## src/rtl/jt89_pkg.sv

```systemverilog
// jt89_pkg: shared types and helpers for the jt89 write scheduler
package jt89_pkg;

  typedef enum logic [1:0] {IDLE, LOW, GAP} seq_e;

  localparam logic [7:0] TONE_LATCH_MASK = 8'h90;

  function automatic logic is_tone_latch(input logic [7:0] b);
    return ((b & TONE_LATCH_MASK) == 8'h80) && (b[6:5] != 2'b11);
  endfunction

endpackage

```

## src/rtl/jt89_wr_fifo.sv

```systemverilog
// jt89_wr_fifo: synchronous byte FIFO with occupancy count
module jt89_wr_fifo #(
  parameter int DEPTH = 4,
  localparam int AW = $clog2(DEPTH)
) (
  input  logic         clk,
  input  logic         rst_n,
  input  logic         push,
  input  logic [7:0]   din,
  input  logic         pop,
  output logic [7:0]   dout,
  output logic         full,
  output logic         empty,
  output logic [AW:0]  level
);

  logic [7:0]    mem [DEPTH];
  logic [AW-1:0] wp, rp;

  assign dout  = mem[rp];
  assign full  = level == (AW+1)'(DEPTH);
  assign empty = level == '0;

  // storage array, written on push only
  always_ff @(posedge clk)
    if (push) mem[wp] <= din;

  // pointers and occupancy; pointers wrap naturally since DEPTH is a power of 2
  always_ff @(posedge clk or negedge rst_n)
    if (!rst_n) begin
      wp    <= '0;
      rp    <= '0;
      level <= '0;
    end else begin
      wp    <= push ? wp + AW'(1) : wp;
      rp    <= pop ? rp + AW'(1) : rp;
      level <= level + (AW+1)'(push) - (AW+1)'(pop);
    end

endmodule

```

## src/rtl/jt89_wr_sched.sv

```systemverilog
// jt89_wr_sched: two-requester arbiter, tone-latch lock and paced wr_n replay for jt89
module jt89_wr_sched
  import jt89_pkg::*;
#(
  parameter int DEPTH    = 4,
  parameter int WR_LOW   = 2,
  parameter int WR_GAP   = 2,
  parameter int LOCK_CYC = 64
) (
  input  logic                     clk,
  input  logic                     rst_n,
  input  logic                     req0,
  input  logic [7:0]               din0,
  output logic                     ack0,
  input  logic                     req1,
  input  logic [7:0]               din1,
  output logic                     ack1,
  output logic                     psg_wr_n,
  output logic [7:0]               psg_din,
  output logic                     busy,
  output logic [$clog2(DEPTH):0]   level
);

  localparam int LW  = $clog2(DEPTH) + 1;
  localparam int SW  = $clog2((WR_LOW > WR_GAP ? WR_LOW : WR_GAP) + 1);
  localparam int LCW = $clog2(LOCK_CYC + 1);

  logic           e0, e1, g0, g1, push, pop, full, empty;
  logic           prio, locked, owner;
  logic [7:0]     gdin, fdout;
  logic [LCW-1:0] lcnt;
  logic [SW-1:0]  cnt, nxt_cnt;
  logic [LW-1:0]  nxt_level;
  seq_e           state, nxt_state;

  // a pending ack blocks re-acceptance; a lock shuts out the non-owner
  assign e0        = req0 & ~ack0 & ~full & (~locked | ~owner);
  assign e1        = req1 & ~ack1 & ~full & (~locked | owner);
  assign g0        = e0 & (~e1 | ~prio);
  assign g1        = e1 & (~e0 | prio);
  assign push      = g0 | g1;
  assign gdin      = g1 ? din1 : din0;
  assign nxt_level = level + LW'(push) - LW'(pop);

  jt89_wr_fifo #(.DEPTH(DEPTH)) u_fifo (
    .clk   (clk),
    .rst_n (rst_n),
    .push  (push),
    .din   (gdin),
    .pop   (pop),
    .dout  (fdout),
    .full  (full),
    .empty (empty),
    .level (level)
  );

  // acks, round-robin priority (1 = requester 1 preferred) and tone-latch lock
  always_ff @(posedge clk or negedge rst_n)
    if (!rst_n) begin
      ack0   <= 1'b0;
      ack1   <= 1'b0;
      prio   <= 1'b0;
      locked <= 1'b0;
      owner  <= 1'b0;
      lcnt   <= '0;
    end else begin
      ack0 <= g0;
      ack1 <= g1;
      prio <= push ? g0 : prio;
      if (push && is_tone_latch(gdin)) begin
        locked <= 1'b1;
        owner  <= g1;
        lcnt   <= LCW'(LOCK_CYC);
      end else if (locked) begin
        locked <= ~(push | (lcnt == LCW'(1)));
        lcnt   <= lcnt - LCW'(1);
      end
    end

  // sequencer next state: pop from IDLE or at the end of GAP, then hold LOW/GAP
  always_comb begin
    nxt_state = state;
    nxt_cnt   = cnt;
    pop       = 1'b0;
    case (state)
      IDLE: if (!empty) begin
        pop       = 1'b1;
        nxt_state = LOW;
        nxt_cnt   = SW'(WR_LOW - 1);
      end
      LOW: if (cnt == '0) begin
        nxt_state = GAP;
        nxt_cnt   = SW'(WR_GAP - 1);
      end else nxt_cnt = cnt - SW'(1);
      GAP: if (cnt != '0) nxt_cnt = cnt - SW'(1);
      else if (!empty) begin
        pop       = 1'b1;
        nxt_state = LOW;
        nxt_cnt   = SW'(WR_LOW - 1);
      end else nxt_state = IDLE;
      default: nxt_state = IDLE;
    endcase
  end

  // sequencer registers; wr_n and busy are registered from next-state values
  always_ff @(posedge clk or negedge rst_n)
    if (!rst_n) begin
      state    <= IDLE;
      cnt      <= '0;
      psg_wr_n <= 1'b1;
      psg_din  <= 8'h00;
      busy     <= 1'b0;
    end else begin
      state    <= nxt_state;
      cnt      <= nxt_cnt;
      psg_wr_n <= nxt_state != LOW;
      psg_din  <= pop ? fdout : psg_din;
      busy     <= (nxt_level != '0) | (nxt_state != IDLE);
    end

endmodule
```

## config.mk

```make
export PLATFORM = sky130hd
export DESIGN_NAME = jt89_wr_sched
export DESIGN_NICKNAME = d
export VERILOG_FILES = /design/src/rtl/jt89_pkg.sv /design/src/rtl/jt89_wr_fifo.sv /design/src/rtl/jt89_wr_sched.sv
export SDC_FILE = /design/constraint.sdc
export NUM_CORES = 1
export LEC_CHECK = 0
export BUFFER_PORTS_ARGS = -buffer_cell sky130_fd_sc_hd__buf_2
export CORE_ASPECT_RATIO = 0.75
export CORE_MARGIN = 2
export CORE_UTILIZATION = 30
export CTS_CLUSTER_SIZE = 12
export DETAILED_ROUTE_END_ITERATION = 10
export GPL_ROUTABILITY_DRIVEN = 0
export HOLD_SLACK_MARGIN = 0.08
export PLACE_DENSITY = 0.56
export SLEW_MARGIN = 40
export SYNTH_ARGS = -nofsm -noshare
export SYNTH_HDL_FRONTEND = slang
export SYNTH_SLANG_ARGS = --single-unit
```

## constraint.sdc

```tcl
create_clock -name clk -period 4.6 [get_ports clk]
set_input_delay 0.92 -clock clk [delete_from_list [all_inputs] [get_ports clk]]
set_output_delay 0.92 -clock clk [all_outputs]
set_load 0.005 [all_outputs]
```

==> impl_summary.md, run 1 <==
CTS
The CTS tree is built. The total number of clock tree sinks is 65. In this run the clock root is driven by a sky130_fd_sc_hd__clkbuf_16. The number of gates resized after CTS was 0. Post-CTS timing repair inserted 0 buffers for setup. The number of buffers on the longest clock path is 2. TritonCTS created 9 clock buffers.

The later-pin clock latency in the skew report is 0.32 ns. The H-tree depth reported by CTS is 3. Clock-pin slew was measured on the worst setup and hold paths at 0.05 ns. The number of hold buffers added after CTS is 0.

Cells and area
The most common library cell in the layout ignoring fill and taps is sky130_fd_sc_hd__buf_2. In the layout the commonest cells are sky130_fd_sc_hd__buf_2, sky130_fd_sc_hd__dfrtp_1, sky130_fd_sc_hd__edfxtp_1. In the final design database the tool counted 279 nets. The fraction of layout cells with a size suffix above 1 is 29.6%.

Measured on the finished design, the core utilization comes to 36.7%. The number of antenna diodes in the final layout is 0. The finished layout holds 386 standard cells, fillers aside. Compared with the post-synthesis result, the final layout area differs by 20.8%.

Routing
The first-iteration detailed-routing DRC count is 75. The post-detailed-route count of antenna-violating nets is 0. The via density per instance is 4.58. The iteration count of the initial detailed-routing pass is 4. The final routed wire length divided by cell count is 15.2 um. The vias after detailed routing is 1,767. The total wirelength of the detailed-routed design is 5860 um. For this run, design rule violations remaining after detail routing come to 0.

Yosys
The combinational family with the most area after synthesis is multiplexers. The synthesized-area fraction occupied by ao, oa, aoi and oai cells is 8.95%. The adder-cell share of the synthesized area is 5.91%. Yosys printed 0 warnings.

The post-synthesis instance total is 204. After synthesis, the mean cell area works out to 15.1 um^2. For this run, the leading register cell type out of synthesis is sky130_fd_sc_hd__edfxtp_1. The XOR/XNOR share of the synthesized area is 3.12%.

The synthesized netlist contains 55 unique library cells. The cell area after synthesis is 3090 um^2. Of the total synthesized cell area, the portion taken by AND, OR, NAND and NOR gates is 8.58%. For this run, asynchronously set or reset flops after synthesis account for 50.8%. The multiplexer area fraction after synthesis is 13.0%. Synthesis produced a netlist with a net count of 238.

Summing the sequential cell areas from Yosys gives 57.9% of the chip area. The number of synthesized flops with an enable pin is 32. The number of register bits inferred by synthesis is 65.

Critical path
In this run the worst setup path begins at state[0]. The worst setup path is launched from a register. The maximum fanout along the worst path is 11. STA classifies the critical path endpoint as a register. For the worst setup path, the data required time is 4.79 ns. The worst register-to-register path has a setup slack of 1.21 ns. The critical path start-end classification is reg -> reg. At the worst endpoint, the arrival time is 3.59 ns.

In this run the worst setup path terminates at busy. Measured in cells, the most critical reg-to-reg path has a length of 14. The worst register-to-register path ends at busy. In this run the critical register-to-register path is launched from state[0].

Min path
The hold path startpoint is psg_din[2]. The instance count along the most critical hold path is 1. The path class of the tightest hold or removal check is reg -> reg.

STA
Summed over all failing endpoints, the final setup total negative slack is 0 ns. The setup-violating endpoint count in the final report is 0. The fmax is 0.295 GHz. The part of the cycle the worst path needs is 73.8%. The max-slew violation count was 0. The hold violation total from the final report was 0. Across the routed clock network, the largest skew measured is 0.00733 ns. The measured slew at the worst slew-check pin is 0.658 ns. Setup repair after global routing left no endpoint under its margin.

The worst pin sits at a relative slew slack of 56.2%. The clock period minus final worst setup slack is 3.39 ns.

Floorplanning
For this configuration, the core starts out at a cell density of 30.4%. After floorplanning, the core was divided into 32 placement rows. The I/O pin total is 35. From left edge to right edge, the die measures 121 um. The die span in y is 91.9 um. The standard cell core area is 10,200 um^2. The area of the die is 11,100 um^2.

Placed design
The HPWL after detailed placement is 4160 um. Buffers placed on the I/O ports in this run total 34. After detailed placement, the design holds a cell count of 370.

Global routing
The number of antenna violations at the first check in global routing is 0. The first global-routing pass estimated 9650 um of wire. The pin count of the biggest net entering global routing is 34. The remaining global-route overflow is 0. The number of global-route vias before repair is 1,837. The global-route usage over all layers is 11.8%.

Power
For this design the ratio of total power to cell area is 752 nW/um^2. The static leakage is 0.00147 uW. The worst-case IR drop observed on VDD is 0.297 mV.

Job
Across the run, the number of max-cap violations was 0.

Status
The flow ran to the end, and the final reports show no timing, DRC or antenna violations.
## registers in the layout, summed over array words and instances, names as in the netlist
register,cells
owner,1
u_fifo.mem,32
ack0,1
psg_wr_n,1
u_fifo.wp,2
u_fifo.level,3
prio,1
u_fifo.rp,2
locked,1
lcnt,7
busy,1
ack1,1
state,2
cnt,2
psg_din,8
## metal layers
| layer | share of wire (%) | global-route usage (%) |
|---|---|---|
| met2 | 45 | 17.2 |
| met5 | 0 | 0 |
| met4 | 0.43 | 2.87 |
| met3 | 4.7 | 5.53 |
| met1 | 50 | 15.8 |
## worst min-delay path by stage
| stage | endpoint | slack, ns |
|---|---|---|
| after global placement | psg_din[2] | 0.47 |
| after CTS | psg_din[5] | 0.49 |
| final | psg_din[2] | 0.48 |
| after global routing | psg_din[5] | 0.51 |
| after floorplan | psg_din[0] | 0.48 |
| after detailed placement | psg_din[5] | 0.48 |
## area by class of cell
type	count	area, um^2
Fill cell	997	6440
Sequential cell	65	1790
Multi-Input combinational cell	121	1230
Clock buffer	13	240
Timing Repair Buffer	36	188
Tap cell	136	170
Clock inverter	3	67.6
Inverter	12	45.0
## power by group
| part | internal (uW) | total, uW | switching (uW) |
|---|---|---|---|
| sequential | 882 | 1080 | 200 |
| combinational | 518 | 1020 | 501 |
| clock | 475 | 706 | 231 |
## synthesized netlist by cell type, types with 2 or more instances
cell type,count,area (um^2)
sky130_fd_sc_hd__o21a_1,2,15.0
sky130_fd_sc_hd__xnor2_1,6,52.6
sky130_fd_sc_hd__o211ai_1,4,30.0
sky130_fd_sc_hd__and2_1,5,31.3
sky130_fd_sc_hd__a21oi_1,5,25.0
sky130_fd_sc_hd__mux2_4,2,30.0
sky130_fd_sc_hd__nor4_1,2,12.5
sky130_fd_sc_hd__nand2_1,4,15.0
sky130_fd_sc_hd__a211oi_2,5,62.6
sky130_fd_sc_hd__nand3_1,3,15.0
sky130_fd_sc_hd__o21bai_1,2,15.0
sky130_fd_sc_hd__nor2_1,5,18.8
sky130_fd_sc_hd__nor3_1,2,10.0
sky130_fd_sc_hd__buf_2,2,10.0
sky130_fd_sc_hd__xor2_1,5,43.8
sky130_fd_sc_hd__edfxtp_1,32,961
sky130_fd_sc_hd__mux2_1,15,169
sky130_fd_sc_hd__o211a_1,2,20.0
sky130_fd_sc_hd__inv_1,12,45.0
sky130_fd_sc_hd__buf_4,3,22.5
sky130_fd_sc_hd__or4_1,2,15.0
sky130_fd_sc_hd__mux4_2,8,180
sky130_fd_sc_hd__ha_1,13,163
sky130_fd_sc_hd__dfrtp_1,32,801
## per-stage QoR
stage	hold WS (ns)	total power (uW)	instance area [um^2]	setup slack [ns]
after CTS	0.489	2850	3730	1.20
after detailed placement	0.477	2130	3420	0.924
after global routing	0.508	3010	3730	0.994
after global placement	0.470	2100	3410	1.02
final	0.480	2810	3730	1.21
after floorplan	0.483	1820	3090	1.23
## kinds of logic after synthesis
group,after synthesis
adders and majority gates,14
muxes,27
and+or+nand+nor,40
buffers and inverters,18
DFF,65
AOI/OAI and AO/OA,29
xor gates and xnor gates,11
## critical path, stage by stage (launching register included)
cell                      delay (ns)
sky130_fd_sc_hd__dfrtp_1        0.43
sky130_fd_sc_hd__inv_1          0.13
sky130_fd_sc_hd__ha_1           0.28
sky130_fd_sc_hd__nor3b_1        0.21
sky130_fd_sc_hd__o21a_1         0.14
sky130_fd_sc_hd__buf_4          0.22
sky130_fd_sc_hd__ha_1           0.26
sky130_fd_sc_hd__inv_1          0.06
sky130_fd_sc_hd__ha_1           0.13
sky130_fd_sc_hd__inv_1          0.05
sky130_fd_sc_hd__fa_1           0.37
sky130_fd_sc_hd__xnor2_1        0.14
sky130_fd_sc_hd__xnor2_1        0.15
sky130_fd_sc_hd__or3_1          0.31
sky130_fd_sc_hd__or4_1          0.40
(Power assumes the default switching activity.)
==> run 2, diff against run 1 <==
--- a/config.mk
+++ b/config.mk
@@ -13,7 +13,7 @@
 export DETAILED_ROUTE_END_ITERATION = 10
 export GPL_ROUTABILITY_DRIVEN = 0
 export HOLD_SLACK_MARGIN = 0.08
-export PLACE_DENSITY = 0.56
+export PLACE_DENSITY = 0.57
 export SLEW_MARGIN = 40
 export SYNTH_ARGS = -nofsm -noshare
 export SYNTH_HDL_FRONTEND = slang
==> constraint.sdc (replaced) <==
create_clock -name clk -period 2.75 [get_ports clk]
set_input_delay 0.55 -clock clk [delete_from_list [all_inputs] [get_ports clk]]
set_output_delay 0.55 -clock clk [all_outputs]
set_load 0.005 [all_outputs]
==> impl_summary.md, run 2 (synthesized netlist as in run 1, its figures left out) <==
Status
The run finished, with violations left. The final reports fail on setup timing.

Routing
The sum of routed wire segments on met1 came to 2950 um (+0.96%). The top routing layer in use is met4. The iteration count of the initial detailed-routing pass came to 6 (+2).

The total wirelength of the detailed-routed design is 6060 um (+3.5%). The via density per instance is 4.56 (-0.38%). The vias after detailed routing is 1,856 (+5.0%). The remaining design rule violation count is 0 (unchanged). The final routed wire length divided by cell count is 14.9 um (-1.9%). The first-iteration detailed-routing DRC count is 54 (-28%). The post-detailed-route count of antenna-violating nets is 0 (unchanged).

The met2 wire length is 2750 um (+4.3%). The wire length on met3 is 295 um (+6.9%).

Placed design
The area after detailed placement is 3610 um^2 (+5.4%). The count of input and output buffers is 34 (unchanged). The worst slack at placement is -0.182 ns (-1.11 ns). The half-perimeter wire length after detailed placement came to 4350 um (+4.7%). The total placed cells including tap cells came to 390 (+5.4%).

Critical path
The worst path required time came to 2.95 ns (-1.84 ns). The maximum fanout along the worst path came to 3 (-8). The depth of the worst register-to-register path is 12 (-2).

The worst setup path is of the reg -> reg kind. STA classifies the critical path startpoint as a register. The most critical setup path has its endpoint at busy. The critical path arrival was 3.10 ns (-0.49 ns). The worst setup path is captured at a register. In this run the worst setup path begins at state[1]. The register-to-register setup slack is -0.15 ns (-1.36 ns). In this run the critical register-to-register path is launched from state[1]. The worst flop-to-flop path endpoint is busy.

Floorplanning
The number of cell rows came to 32 (unchanged). The horizontal extent of the die is 121 um (unchanged). The initial standard-cell utilization of the core is 30.4% (unchanged).

The standard cell core area is 10,200 um^2 (unchanged). The die span in y was 91.9 um (unchanged). The I/O pin total is 35 (unchanged). The area of the die is 11,100 um^2 (unchanged).

CTS
The later-pin clock latency in the skew report is 0.33 ns (about the same). The number of buffers on the longest clock path is 2 (unchanged). TritonCTS built the clock tree. The H-tree depth reported by CTS is 3 (unchanged).

CTS placed an instance of sky130_fd_sc_hd__clkbuf_16 at the clock tree root. The register clock-pin slew on the reported worst setup and hold paths came to 0.05 ns (about the same). The number of buffers inserted during clock tree synthesis is 9 (unchanged).

The number of hold buffers added after CTS is 0 (unchanged). The total number of clock tree sinks is 65 (unchanged).

Power
The proportion of power drawn by combinational gates is 41.7% (+5.4 points). The power density over the cells is 1260 nW/um^2 (+68%). The static leakage is 0.00159 uW (+8.8%). The maximum ir drop on the vdd rail is 0.520 mV (+75%). The sequential share of power was 34.1% (-4.4 points). The fraction of power consumed by the clock network is 24.2% (-0.9 points). The net switching power was 1640 uW (+76%). The switching power share of the total is 32.8% (-0.45 points). The cell-internal power is 3370 uW (+80%).

STA
The measured slew at the worst slew-check pin is 0.613 ns (-0.0442 ns). The fmax is 0.345 GHz (+17%). The final clock skew is 0.00502 ns (-0.00231 ns). The clock period minus final worst setup slack was 2.90 ns (-0.492 ns). The part of the cycle the worst path needs is 105% (+32 points). The worst-case hold slack is 0.129 ns (-0.350 ns). The hold violation total from the final report was 0 (unchanged).

The max-slew violation count is 0 (unchanged). The worst setup slack after layout is -0.151 ns (-1.36 ns). The worst slew margin relative to its limit is 59.1% (+2.9 points). Setup repair after global routing could not meet its margin everywhere.

The setup-violating endpoint count in the final report is 1 (+1).

Global routing
The global-route usage over all layers was 12.2% (+0.40 points). The number of antenna violations at the first check in global routing is 0 (unchanged). The pin count of the biggest net entering global routing is 22 (-35%).

The global-route wire length before repair is 10,000 um (+3.9%). The remaining global-route overflow is 0 (unchanged). The number of global-route vias before repair was 1,981 (+7.8%).

Cells and area
The area growth from synthesis to final layout is 28.2%. The final core utilization is 39.0% (+2.3 points). The fraction of layout cells with a size suffix above 1 is 38.4% (+8.8 points). The net count of the finished layout is 300 (+7.5%). Leaving out fill and tap cells, the most frequent cells in the layout are sky130_fd_sc_hd__buf_2, sky130_fd_sc_hd__edfxtp_1, sky130_fd_sc_hd__dfrtp_1. The post-route non-filler standard cell count is 407 (+5.4%).

The most flop-heavy register is u_fifo.mem. The library cell used most frequently in the layout, excluding fill and tap cells, is sky130_fd_sc_hd__buf_2. The design area came to 3960 um^2 (+6.1%). The count of inserted antenna diode cells is 0 (unchanged).

In the final layout, the registers with the most flip-flops are u_fifo.mem: 32 flops, psg_din: 8 flops, lcnt: 7 flops. The number of flip-flops in the largest register is 32 (unchanged).

Min path
In this run the worst hold path is classified as in -> async.

Job
The number of max-cap violations is 0 (unchanged).
## run 2: changes by cell type in the layout (fill, tap and decap cells not counted), sizes merged
cell,previous run,this run
clkinvlp,1,0
clkbuf,13,11
clkinv,0,2
inv,12,13
buf,36,57
## run 2: final cells by class
cell class                      instances  area [um^2]
Clock buffer                           11          243
Inverter                               12         45.0
Timing Repair Buffer                   57          363
Sequential cell                        65         1790
Fill cell                             965         6210
Multi-Input combinational cell        121         1270
Tap cell                              136          170
Clock inverter                          5         77.6
## run 2: worst max-delay path, cell delays in order, from the launching register on
cell and delay, ns:
sky130_fd_sc_hd__dfrtp_1 0.41, sky130_fd_sc_hd__ha_4 0.17, sky130_fd_sc_hd__nor3b_2 0.14, sky130_fd_sc_hd__o21a_1 0.21
sky130_fd_sc_hd__ha_1 0.27, sky130_fd_sc_hd__inv_1 0.06, sky130_fd_sc_hd__ha_1 0.13, sky130_fd_sc_hd__inv_1 0.05
sky130_fd_sc_hd__fa_2 0.35, sky130_fd_sc_hd__xnor2_2 0.15, sky130_fd_sc_hd__xnor2_1 0.14, sky130_fd_sc_hd__or3_1 0.31
sky130_fd_sc_hd__or4_1 0.39
## run 2: repair_timing
| action | 4_1_cts | 5_1_grt |
|---|---|---|
| pin swaps | 1 | 1 |
| setup endpoints to repair | 1 | 1 |
| gates resized for setup | 3 | 1 |
| setup buffers | 0 | 1 |
| endpoints found under the hold margin | 0 | 0 |
## run 2: through the flow
| stage | power [uW] | setup TNS, ns |
|---|---|---|
| finish | 5010 | -0.151 |
| CTS | 5050 | -0.145 |
| global placement | 3730 | -0.145 |
| floorplan | 3080 | -0.269 |
| detailed placement | 3760 | -0.182 |
| global route | 5390 | -0.269 |
## run 2: worst min-delay path by stage
stage                             to  startpoint  cells past startpoint
after detailed placement  psg_din[5]  psg_din[5]                      1
final                     psg_din[2]       rst_n                      1
after global placement    psg_din[2]  psg_din[2]                      1
after global routing      psg_din[1]       rst_n                      1
after floorplan                 ack0       rst_n                      0
after CTS                 psg_din[1]       rst_n                      1
## run 2: metal layers
metal	up-vias	track usage, %
li1	889	-
met1	925	15.9
met2	35	18.5
met3	7	5.41
met4	0	3.16
met5	-	0
## run 2: power by group through the flow
stage               logic (uW)  registers, uW  clock network, uW
global route              2340           1770               1290
finish                    2090           1710               1210
CTS                       2090           1720               1240
detailed placement        2030           1730                  0
floorplan                 1390           1700                  0
global placement          2000           1730                  0
